--- config.mk ---
export PLATFORM = sky130hd
export DESIGN_NAME = button_event_classifier_flat
export DESIGN_NICKNAME = d
export VERILOG_FILES = /design/src/rtl/button_event_classifier_if.sv /design/src/rtl/button_event_classifier.sv /design/src/flat_wrapper.sv
export SDC_FILE = /design/constraint.sdc
export NUM_CORES = 1
export LEC_CHECK = 0
export CORE_MARGIN = 2
export CORE_UTILIZATION = 50
export CTS_BUF_LIST = sky130_fd_sc_hd__clkbuf_16
export CTS_CLUSTER_SIZE = 20
export DETAILED_ROUTE_END_ITERATION = 10
export PLACE_DENSITY = 0.72
export SYNTH_ARGS = -nofsm -noshare
export SYNTH_HDL_FRONTEND = slang
export SYNTH_SLANG_ARGS = --single-unit
--- constraint.sdc ---
create_clock -name clk -period 4.5 [get_ports clk]
set_clock_uncertainty 0.15 [all_clocks]
set_input_delay 0.9 -clock clk [delete_from_list [all_inputs] [get_ports clk]]
set_output_delay 0.9 -clock clk [all_outputs]
set_load 0.02 [all_outputs]
--- src/rtl/button_event_classifier_if.sv ---
// button_event_classifier_if: debounced button level in, gesture events and status flags out
interface button_event_classifier_if;
  logic btn_level;
  logic short_press;
  logic long_press;
  logic double_press;
  logic long_held;
  logic busy;
  modport master (
    output btn_level,
    input  short_press, long_press, double_press, long_held, busy
  );
  modport slave (
    input  btn_level,
    output short_press, long_press, double_press, long_held, busy
  );
endinterface

--- src/rtl/button_event_classifier.sv ---
// button_event_classifier: turns a debounced button level into short/long/double press pulses
module button_event_classifier #(
  parameter int long_cycles = 2000000,
  parameter int gap_cycles  = 500000,
  parameter int cnt_width   = 24
) (
  input logic                       clk,
  input logic                       as_reset,
  button_event_classifier_if.slave  bus
);
  typedef enum logic [2:0] {IDLE, PRESS1, LONG, GAP, PRESS2} state_t;
  localparam logic [cnt_width-1:0] long_last = cnt_width'(long_cycles - 1);
  localparam logic [cnt_width-1:0] gap_last  = cnt_width'(gap_cycles - 1);
  state_t               state_q, state_d;
  logic [cnt_width-1:0] cnt_q, cnt_d;
  logic                 prev_q;
  logic                 short_q, short_d, long_q, long_d, dbl_q, dbl_d;
  logic                 rise, fall;
  assign rise = bus.btn_level & ~prev_q;
  assign fall = ~bus.btn_level & prev_q;
  // next state, shared interval counter and event pulses; a fall beats the long threshold and a rise beats the gap timeout
  always_comb begin
    state_d = state_q;
    cnt_d   = cnt_q;
    short_d = 1'b0;
    long_d  = 1'b0;
    dbl_d   = 1'b0;
    case (state_q)
      IDLE:
        if (rise) begin
          state_d = PRESS1;
          cnt_d   = '0;
        end
      PRESS1:
        if (fall) begin
          state_d = GAP;
          cnt_d   = '0;
        end else if (cnt_q == long_last) begin
          state_d = LONG;
          long_d  = 1'b1;
        end else cnt_d = cnt_q + 1'b1;
      LONG:
        if (fall) state_d = IDLE;
      GAP:
        if (rise) begin
          state_d = PRESS2;
          dbl_d   = 1'b1;
        end else if (cnt_q == gap_last) begin
          state_d = IDLE;
          short_d = 1'b1;
        end else cnt_d = cnt_q + 1'b1;
      PRESS2:
        if (fall) state_d = IDLE;
      default: state_d = IDLE;
    endcase
  end
  // state, counter, edge history and registered pulses; prev clears on reset so a held button reads as a new press
  always_ff @(posedge clk or posedge as_reset) begin
    if (as_reset) begin
      state_q <= IDLE;
      cnt_q   <= '0;
      prev_q  <= 1'b0;
      short_q <= 1'b0;
      long_q  <= 1'b0;
      dbl_q   <= 1'b0;
    end else begin
      state_q <= state_d;
      cnt_q   <= cnt_d;
      prev_q  <= bus.btn_level;
      short_q <= short_d;
      long_q  <= long_d;
      dbl_q   <= dbl_d;
    end
  end
  assign bus.short_press  = short_q;
  assign bus.long_press   = long_q;
  assign bus.double_press = dbl_q;
  assign bus.long_held    = state_q == LONG;
  assign bus.busy         = state_q != IDLE;
endmodule

--- src/flat_wrapper.sv ---
// flat-port wrapper written by rule: the top's interface ports become plain ports
module button_event_classifier_flat 
#(
  parameter int long_cycles = 2000000,
  parameter int gap_cycles  = 500000,
  parameter int cnt_width   = 24
)
  (clk, as_reset, bus_btn_level, bus_short_press, bus_long_press, bus_double_press, bus_long_held, bus_busy);
  button_event_classifier_if bus_i ();
  input logic clk;
  input logic as_reset;
  input wire logic [$bits(bus_i.btn_level)-1:0] bus_btn_level;
  output wire logic [$bits(bus_i.short_press)-1:0] bus_short_press;
  output wire logic [$bits(bus_i.long_press)-1:0] bus_long_press;
  output wire logic [$bits(bus_i.double_press)-1:0] bus_double_press;
  output wire logic [$bits(bus_i.long_held)-1:0] bus_long_held;
  output wire logic [$bits(bus_i.busy)-1:0] bus_busy;
  assign bus_i.btn_level = bus_btn_level;
  assign bus_short_press = bus_i.short_press;
  assign bus_long_press = bus_i.long_press;
  assign bus_double_press = bus_i.double_press;
  assign bus_long_held = bus_i.long_held;
  assign bus_busy = bus_i.busy;
  button_event_classifier #(.long_cycles(long_cycles), .gap_cycles(gap_cycles), .cnt_width(cnt_width)) u_core (.clk(clk), .as_reset(as_reset), .bus(bus_i));
endmodule
==> metrics.md <==
| Metric | Value |
|---|---|
| Slowest CP cell | a21oi_1 |
| First-pass GRT wire length | 7640 µm |
| Synthesized netlist cell count | around 220 |
| Cell variety after synth | slightly below 50 |
| Clock sink count | 31 |
| Hold path cells | 1 |
| Mux contribution to synthesized area | 1.54% |
| Clock network fraction of total power | 26.6% |
| Required time worst endpoint | between 4 and 5 ns |
| Final Util | between 50 and 60% |
| Commonest non-fill, non-tap cell in the layout | dfrtp_1 |
| RSZ-0062 raised after global routing | false |
| Syn Std Cell Area | between 0.0015 and 0.002 mm² |
| Most used DFF post-synth | dfrtp_1 |
| Switch share | approximately two fifths |
| Max-slew headroom | 35.8% |
| Highest Clock Rate | roughly 330 MHz |
| Status | finished, final reports clean |
| Reg power frac | a little under two fifths |
| Final nets | about 220 |
| Logic gate share of total power | 35.0% |
| IO buf count | 7 |
| Core Area | 0.00372 mm² |
| Crit-path leading delay family | compound AO/OA/AOI/OAI gates |
| Number of gates resized after CTS | 0 |
| Largest stage delay on the critical path | 0.51 ns |
| Crit start category | input pin |
| Antenna violations before repair | 0 |
| Largest net degree at the start of global routing | 32 |
| DRT Wirelength | 4310 µm |
| Synth warn | 0 |
| Flop and latch count out of synthesis | 31 |
| Crit-path cells | clkdlybuf4s50_1 > nor2b_1 > mux2i_1 > o211ai_2 > a21oi_1 > mux2i_1 |
| Post-placement cell count | ~260 |
| Worst-margin pin slew | between 0.9 and 1 ns |
| Clk_lat worst skew | around 0.28 ns |
| Synth Area in Adders | 0.640% |
| Crit end category | flip-flop |
| DR WL/cell | around 16 µm |
| Setup bufs post-CTS | 0 |
| Layout Area Growth over Synthesis | 10.6% |
| Vias in the first global route | 1543 |
| GRT overflow | 0 |
| Gr usage total | 23.3% |
| Post-Synth XOR/XNOR Area | 0% |
| DRT Pass-1 Iters | 5 |
| Hold Path Class | flip-flop to flip-flop |
| 1st-iter DRT viols | 246 |
| TNS Setup | 0 ns |
| Switching power total | ~500 µW |
| TritonCTS Buffers | 5 |
| Reg2reg setup slack | ~1.8 ns |
| Vias per cell | ~6.3 |
| Max Cap Violations | 0 |
| FP Rows | 22 |
| Die Wd | between 60 and 70 µm |
| Crit share post-route | slightly below 70% |
| Largest family of logic cells by synthesized area | simple AND/OR/NAND/NOR gates |
| Simple-Gate Fraction of Synth Area | 29.3% |
| Crit path buf inv count | 1 |
| Final slew viol count | 0 |
| H-tree depth | 2 |
| Post-synthesis compound-gate area fraction | 22.8% |
| Post-synth EDFFs | 0 |
| CTS clock-pin slew for the worst setup and hold paths | ~0.050 ns |
| GP Congestion | between 0.9 and 1 |
| Arr. time, crit path | between 3 and 4 ns |
| Crit-path max FO | 23 |
| Post-DP HPWL | 2920 µm |
| Average size of a mapped cell | between 9 and 10 µm² |
| Final hold viol count | 0 |
| TritonCTS clock tree | built |
| R2R cell count | 6 |
| Asr flop ratio synth | 100% |
| Sequential element share of the synthesized area | approximately two fifths |
| Clk root buf | clkbuf_16 |
| Worst-case clock buffer depth | 2 |
| Minimum clock period | between 3 and 4 ns |
| Detail Route Antenna Nets | 0 |
| Fillers | 340 |
| Internal power | between 600 and 700 µW |
| Critical path's most frequent cell | mux2i_1 |
| DIE AREA | 0.00442 mm² |
| Initial Util | a little over half |
| Fraction of layout cells with a size suffix above 1 | approximately 8.6% |
| DRC | 0 |
| Critical path class | input pin to flip-flop |
| Leakage power | just under 0.0009 µW |
| Via count | ~1.7k |
| Post-route insts no fill | ~270 |
| Number of cells on the critical path | 6 |
| Die Ht | 66.5 µm |
| Post-CTS Hold Buffers | 0 |
| Count of final setup violators | 0 |
| Num ports | 8 |
| Syn_nets | 220 |
| Most frequent cells in the layout | dfrtp_1 (31), nand2_1 (17), nand3_1 (15) |
| Diode count | 0 |
| Worst vdd ir | 0.263 mV |
| Pwr Density | 552 mW/mm² |
area by class of cell:
cell class | instances | area, µm² | share of cell area, %
inverters | 12 | 45.0 | 2.08
well taps | 48 | 60.1 | 2.78
clock buffers | 5 | 125 | 5.79
clock inverters | 3 | 11.3 | 0.521
flip-flops and latches | 31 | 776 | 35.9
multi-input cells | 161 | 1060 | 49.0
repair buffers | 9 | 85.1 | 3.94
power groups by stage:
stage,Clock (µW),Sequential [µW],Combinational (µW)
finish,317,458,418
global route,336,474,471
CTS,323,456,415
detailed placement,0,460,414
global placement,0,460,407
floorplan,0,413,372
kinds of logic (layout without fill, tap and decap cells):
| kind of cell | after synthesis | after routing |
|---|---|---|
| and+or+nand+nor | 95 | 95 |
| DFF | 31 | 31 |
| muxes | 3 | 3 |
| buffers and inverters | 24 | 29 |
| AOI/OAI and AO/OA | 62 | 62 |
| adders and majority gates | 1 | 1 |
cells in the mapped netlist, drive strengths merged, types with 5 or more instances:
library cell / count / share of area (%)
inv: 12 / 2.3
buf: 8 / 2.9
nand3: 15 / 3.8
nand2: 17 / 3.3
nor2: 11 / 2.1
nand4: 10 / 3.8
o21ai: 13 / 3.3
a21oi: 10 / 2.6
nor3: 8 / 2.9
and2: 5 / 1.6
o31ai: 10 / 3.8
dfrtp: 31 / 40
and3: 7 / 2.2
metal layers:
layer | GRT usage (%) | wire (µm) | vias up
met2 | 34.6 | 1950 | 60
met3 | 6.08 | 255 | 8
met1 | 32.4 | 2020 | 801
met4 | 8.93 | 82 | 0
li1 | - | - | 836
met5 | 0 | 0 | -
sequential cells by signal, summed over array words and instances (netlist names):
name	flops
u_core.bus.short_press	1
u_core.state_q	3
u_core.bus.long_press	1
u_core.bus.double_press	1
u_core.cnt_q	24
u_core.prev_q	1
stage by stage:
step	hold WS [ns]	worst slack, ns	power [µW]	cell area (µm²)
6_report	0.346	1.43	1190	2160
3_3_place_gp	0.348	1.22	867	2030
5_1_grt	0.373	1.25	1280	2160
4_1_cts	0.348	1.46	1190	2160
3_5_place_dp	0.340	1.17	874	2030
2_1_floorplan	0.317	2.19	785	1950
path summary, 6_finish.rpt:
path / from / end
worst max-delay path: bus_btn_level / u_core.cnt_q[1]
worst max register to register: u_core.cnt_q[0] / u_core.cnt_q[4]
worst min-delay path: u_core.cnt_q[23] / u_core.cnt_q[23]
min in group asynchronous: as_reset / u_core.cnt_q[19]
max in group asynchronous: as_reset / u_core.cnt_q[1]
worst min register to register: u_core.cnt_q[23] / u_core.cnt_q[23]
Note: power is estimated with default switching activity, not from simulation.
